===== src/rtl/alu_in_arbiter.sv =====
`default_nettype none
`timescale 1ns/1ps
// ============================================================================
//  Module   : alu_in_arbiter
//  Purpose  : Round-robin sharing of the ALU command port among NUM_REQ
//             requesters, with ALU reset sequencing and ready-gated issue.
//  Revision : 1.0 - initial release
// ============================================================================
module alu_in_arbiter #(
    parameter int ALU_IN_OP_WIDTH = 8,
    parameter int NUM_REQ         = 4,
    parameter int ALU_RST_CYCLES  = 2
) (
    input  logic                               clk,
    input  logic                               rst,
    input  logic [NUM_REQ-1:0]                 req_valid,
    input  logic [3*NUM_REQ-1:0]               req_op,
    input  logic [ALU_IN_OP_WIDTH*NUM_REQ-1:0] req_a,
    input  logic [ALU_IN_OP_WIDTH*NUM_REQ-1:0] req_b,
    output logic [NUM_REQ-1:0]                 req_ready,
    input  logic                               soft_rst_req,
    output logic                               alu_rst,
    input  logic                               ready,
    output logic                               valid,
    output logic [2:0]                         op,
    output logic [ALU_IN_OP_WIDTH-1:0]         a,
    output logic [ALU_IN_OP_WIDTH-1:0]         b,
    output logic [$clog2(NUM_REQ)-1:0]         grant_id,
    output logic [15:0]                        cmd_count
);

    localparam int ID_W  = $clog2(NUM_REQ);
    localparam int CNT_W = $clog2(ALU_RST_CYCLES + 1);

    localparam logic [CNT_W-1:0] c_rst_load = CNT_W'(ALU_RST_CYCLES);
    localparam logic [CNT_W-1:0] c_cnt_one  = CNT_W'(1);
    localparam logic [ID_W-1:0]  c_last_id  = ID_W'(NUM_REQ - 1);

    typedef enum logic [1:0] {
        ST_RST_SEQ = 2'd0,
        ST_IDLE    = 2'd1,
        ST_ISSUE   = 2'd2
    } state_t;

    state_t                       state_q,     state_d;
    logic [CNT_W-1:0]             rst_cnt_q,   rst_cnt_d;
    logic [ID_W-1:0]              rr_ptr_q,    rr_ptr_d;
    logic                         alu_rst_q,   alu_rst_d;
    logic                         valid_q,     valid_d;
    logic [NUM_REQ-1:0]           req_ready_q, req_ready_d;
    logic [2:0]                   op_q,        op_d;
    logic [ALU_IN_OP_WIDTH-1:0]   a_q,         a_d;
    logic [ALU_IN_OP_WIDTH-1:0]   b_q,         b_d;
    logic [ID_W-1:0]              grant_id_q,  grant_id_d;
    logic [15:0]                  cmd_count_q, cmd_count_d;

    logic                         w_win_found;
    logic [ID_W-1:0]              w_win_idx;
    logic [NUM_REQ-1:0]           w_win_onehot;
    logic [2:0]                   w_win_op;
    logic [ALU_IN_OP_WIDTH-1:0]   w_win_a;
    logic [ALU_IN_OP_WIDTH-1:0]   w_win_b;
    int                           w_cand;

    // Walk offsets from farthest to nearest so the closest requester at or
    // after the pointer is the last (and therefore winning) assignment.
    always_comb begin
        w_win_found = 1'b0;
        w_win_idx   = '0;
        w_cand      = 0;
        for (int k = NUM_REQ - 1; k >= 0; k--) begin
            w_cand = int'(rr_ptr_q) + k;
            if (w_cand >= NUM_REQ) begin
                w_cand = w_cand - NUM_REQ;
            end
            if (req_valid[w_cand[ID_W-1:0]]) begin
                w_win_found = 1'b1;
                w_win_idx   = w_cand[ID_W-1:0];
            end
        end
    end

    always_comb begin
        w_win_onehot = '0;
        w_win_op     = '0;
        w_win_a      = '0;
        w_win_b      = '0;
        for (int i = 0; i < NUM_REQ; i++) begin
            if (w_win_idx == ID_W'(i)) begin
                w_win_onehot[i] = 1'b1;
                w_win_op        = req_op[3*i +: 3];
                w_win_a         = req_a[ALU_IN_OP_WIDTH*i +: ALU_IN_OP_WIDTH];
                w_win_b         = req_b[ALU_IN_OP_WIDTH*i +: ALU_IN_OP_WIDTH];
            end
        end
    end

    always_comb begin
        state_d     = state_q;
        rst_cnt_d   = rst_cnt_q;
        rr_ptr_d    = rr_ptr_q;
        alu_rst_d   = alu_rst_q;
        valid_d     = 1'b0;
        req_ready_d = '0;
        op_d        = op_q;
        a_d         = a_q;
        b_d         = b_q;
        grant_id_d  = grant_id_q;
        cmd_count_d = cmd_count_q;

        // Soft reset outranks any grant; pointer, grant_id and count survive it.
        if (soft_rst_req) begin
            state_d   = ST_RST_SEQ;
            rst_cnt_d = c_rst_load;
            alu_rst_d = 1'b0;
        end else begin
            case (state_q)
                ST_RST_SEQ: begin
                    alu_rst_d = 1'b0;
                    rst_cnt_d = rst_cnt_q - c_cnt_one;
                    if (rst_cnt_q <= c_cnt_one) begin
                        state_d   = ST_IDLE;
                        alu_rst_d = 1'b1;
                    end
                end
                ST_IDLE: begin
                    if (ready && w_win_found) begin
                        state_d     = ST_ISSUE;
                        valid_d     = 1'b1;
                        req_ready_d = w_win_onehot;
                        op_d        = w_win_op;
                        a_d         = w_win_a;
                        b_d         = w_win_b;
                        grant_id_d  = w_win_idx;
                        rr_ptr_d    = (w_win_idx == c_last_id) ? '0 : w_win_idx + ID_W'(1);
                        cmd_count_d = cmd_count_q + 16'd1;
                    end
                end
                ST_ISSUE: begin
                    state_d = ST_IDLE;
                end
                default: begin
                    state_d   = ST_RST_SEQ;
                    rst_cnt_d = c_rst_load;
                    alu_rst_d = 1'b0;
                end
            endcase
        end
    end

    always_ff @(posedge clk or negedge rst) begin
        if (!rst) begin
            state_q     <= ST_RST_SEQ;
            rst_cnt_q   <= c_rst_load;
            rr_ptr_q    <= '0;
            alu_rst_q   <= 1'b0;
            valid_q     <= 1'b0;
            req_ready_q <= '0;
            op_q        <= '0;
            a_q         <= '0;
            b_q         <= '0;
            grant_id_q  <= '0;
            cmd_count_q <= '0;
        end else begin
            state_q     <= state_d;
            rst_cnt_q   <= rst_cnt_d;
            rr_ptr_q    <= rr_ptr_d;
            alu_rst_q   <= alu_rst_d;
            valid_q     <= valid_d;
            req_ready_q <= req_ready_d;
            op_q        <= op_d;
            a_q         <= a_d;
            b_q         <= b_d;
            grant_id_q  <= grant_id_d;
            cmd_count_q <= cmd_count_d;
        end
    end

    assign alu_rst   = alu_rst_q;
    assign valid     = valid_q;
    assign req_ready = req_ready_q;
    assign op        = op_q;
    assign a         = a_q;
    assign b         = b_q;
    assign grant_id  = grant_id_q;
    assign cmd_count = cmd_count_q;

endmodule
`default_nettype wire


===== config.mk =====
export PLATFORM = sky130hd
export DESIGN_NAME = alu_in_arbiter
export DESIGN_NICKNAME = d
export VERILOG_FILES = /design/src/rtl/alu_in_arbiter.sv
export SDC_FILE = /design/constraint.sdc
export NUM_CORES = 1
export LEC_CHECK = 0
export BUFFER_PORTS_ARGS = -buffer_cell sky130_fd_sc_hd__buf_2
export CAP_MARGIN = 15
export CORE_ASPECT_RATIO = 0.75
export CORE_MARGIN = 3
export CORE_UTILIZATION = 43
export CTS_BUF_LIST = sky130_fd_sc_hd__clkbuf_4 sky130_fd_sc_hd__clkbuf_8
export DETAILED_ROUTE_END_ITERATION = 10
export GPL_TIMING_DRIVEN = 1
export PLACE_DENSITY_LB_ADDON = 0.1
export SYNTH_ARGS = -nofsm -noshare
export SYNTH_HDL_FRONTEND = slang
export SYNTH_SLANG_ARGS = --single-unit
export TNS_END_PERCENT = 1

===== constraint.sdc =====
create_clock -name clk -period 2.55 [get_ports clk]
set_input_delay 0.3825 -clock clk [delete_from_list [all_inputs] [get_ports clk]]
set_output_delay 0.3825 -clock clk [all_outputs]
set_load 0.005 [all_outputs]

==> out/metrics.yaml <==
yosys:
  synth_flop_cell: "dfrtp_1"
  synth_area_um2: 2670
  synth_top_area_share: 0.449
  syn_inst: 277
  synth_edf_count: 0
  yosysSeqAreaShare: 0.459
  synthesis.nets: 369
  synth_cell_types: 39
  async_reset_ff_frac: 1.00
  syn_area_per_cell_um2: 9.65
  yosysWarnings: 0
  ys_top_cells_by_area: "dfrtp_1, a211o_1, a221oi_1"
  yosys.area.top_type: "dfrtp_1"
  synth-seq-cells: 49
routing:
  drc: 0
  vias_per_cell: 5.30
  via_count: 2557
  wl_per_cell_um: 14.5
  wl_mm: 6.97
  firstDrtPassIters: 4
  ant_nets: 0
  initialDrtViolationCount: 133
floorplan:
  start_util: 0.452
  fp.dieArea_um2: 7210
  die_w_um: 97.1
  row_count: 24
  core_area_um2: 5920
  pin_count: 127
  die_y_um: 74.3
grt:
  grt_pass1_wl_mm: 11.2
  gr-usage-all-layers: 0.191
  grt_pass1_vias: 2358
  overflow: 0
  grt_start_max_net_pins: 41
  antenna_found_initial: 0
timing:
  hold_violations: 0
  post-route-min-period_ns: 2.28
  rsz0062_at_grt: "no"
  slew-limit-headroom: 0.566
  tns_ns: 0
  setup_viol: 0
  finalClockSkew_ns: 0.00514
  finalCritPeriodShare: 0.892
  tightest_slew_ns: 0.650
  report.final.slew_viol_count: 0
  max_freq_mhz: 440
  setup_slack_ns: 0.275
run:
  drv_cap: 0
power:
  p_per_area_nw_per_um2: 947
  peakVddDrop_mv: 0.389
  p_leak_uw: 0.00185
  finalPower_uw: 3370
placed_design:
  place_ws_ns: 0.0490
  dp_hpwl_mm: 5.20
  dp.cells: 473
  place.gp.congestion: 0.797
  io_buffers: 126
worst_hold_path:
  min_path_type: "input pin to register"
layout:
  diodes: 0
  fin_nets: 495
  drive_above_1_share: 0.379
  fin_util: 0.602
  stdcell_count: 482
  syn2layout_area_growth_pct: 33.1
clock_tree:
  cts_tree: "yes"
  clk_pin_slew_worst_paths_ns: 0.09
  cts_sinks: 49
  cts_buffer_depth: 2
  numCtsBuffers: 5
  cts.htree.levels: 2
  cts_post_setup_buffers_inserted: 0
  root_buffer: "clkbuf_8"
  insertion_delay_ns: 0.30
status:
  status: "completed"
critical_path:
  arrival_ns: 2.43
  critPathKind: "register to register"
  crit_path_start_kind: "register"
  end_kind: "register"
  cp.required_ns: 2.71
  crit_fanout: 29
-- per-layer routing --
| metal | track usage | wire, µm | up-vias |
|---|---|---|---|
| li1 | - | - | 1239 |
| met1 | 0.263 | 3130 | 1193 |
| met2 | 0.303 | 3160 | 114 |
| met3 | 0.0431 | 558 | 11 |
| met4 | 0.0670 | 127 | 0 |
| met5 | 0 | 0 | - |
-- cells in the mapped netlist, drive strengths merged, types with 2 or more instances --
| library cell | count |
|---|---|
| dfrtp | 48 |
| nand2 | 29 |
| nor2 | 27 |
| inv | 26 |
| a211o | 18 |
| a221oi | 18 |
| a31oi | 18 |
| a21oi | 10 |
| clkbuf | 10 |
| xnor2 | 10 |
| ha | 8 |
| buf | 7 |
| xor2 | 6 |
| and2 | 4 |
| mux2 | 4 |
| nand3 | 4 |
| nand4 | 4 |
| nor3 | 4 |
| and4 | 3 |
| nand2b | 3 |
| a22oi | 2 |
| nor3b | 2 |
-- sequential cells by signal, indices dropped and copies added (netlist names) --
signal     flops
a              8
alu_rst        1
b              8
cmd_count     16
grant_id       2
op             3
req_ready      4
rr_ptr_q       2
rst_cnt_q      2
state_q        2
valid          1
-- critical path, stage by stage (launching register included) --
cell      delay (ns)
dfrtp_1         0.43
nand2b_1        0.18
a311oi_1        0.27
buf_4           0.18
inv_1           0.06
ha_1            0.34
buf_12          0.23
a221oi_1        0.22
a211o_1         0.14
a31oi_1         0.07
-- metrics by stage --
stage	hold WS, ns	instance area [µm²]
5_1_grt	0.338	3560
2_1_floorplan	0.0869	2670
4_1_cts	0.321	3550
6_report	0.333	3560
3_3_place_gp	0.331	3400
3_5_place_dp	0.333	3400
-- power breakdown --
| part | internal [µW] | switching [µW] |
|---|---|---|
| registers | 1020 | 169 |
| clock network | 390 | 269 |
| logic | 767 | 752 |
-- worst paths after layout --
check / endpoint / slack [ns] / cells past startpoint / startpoint
setup / recovery: b[4] / 0.27 / 9 / rr_ptr_q[1]
hold / removal: a[1] / 0.33 / 3 / req_a[25]
setup reg to reg: b[4] / 0.27 / 9 / rr_ptr_q[1]
hold reg to reg: cmd_count[15] / 0.48 / 1 / cmd_count[15]
max in group asynchronous: rst_cnt_q[1] / 1.20 / 3 / rst
min in group asynchronous: cmd_count[15] / 0.54 / 2 / rst
-- layout make-up --
type                       count  area (µm²)
inverter                      26        97.6
tap                           78        97.6
fill                         556        2360
timing repair buffer         136         737
multi-input combinational    185        1270
clock inverter                 3        65.1
clock buffer                   5        68.8
sequential                    49        1230
-- cell families (layout without fill, tap and decap cells) --
family | after synthesis | count (layout) | share of synthesized area
compound gates | 72 | 72 | 0.209
xor+xnor | 16 | 16 | 0.0524
fa+ha+maj | 8 | 8 | 0.0374
buf+inv | 43 | 170 | 0.0702
flops | 49 | 49 | 0.459
mux | 4 | 4 | 0.0182
simple gates | 85 | 85 | 0.153
-- repair_timing --
item | CTS | global route
endpoints found under the setup margin | 0 | 16
gates resized for setup | 0 | 3
hold buffers | 1 | 0
hold endpoints to repair | 14 | 0
-- placed cells by master (no fill, tap or decap), drive strengths merged, types with 2 or more instances in the layout --
master and count:
and2 4, nor2 27, nand2 29, xor2 6, nor3b 2, a31oi 18, a21oi 10, dfrtp 48
a22oi 2, ha 8, a221oi 18, nand2b 3, and4 3, nand4 4, buf 135, a211o 18
nand3 4, clkbuf 5, nor3 4, mux2 4, bufinv 2, xnor2 10, inv 26
(Power assumes the default switching activity.)
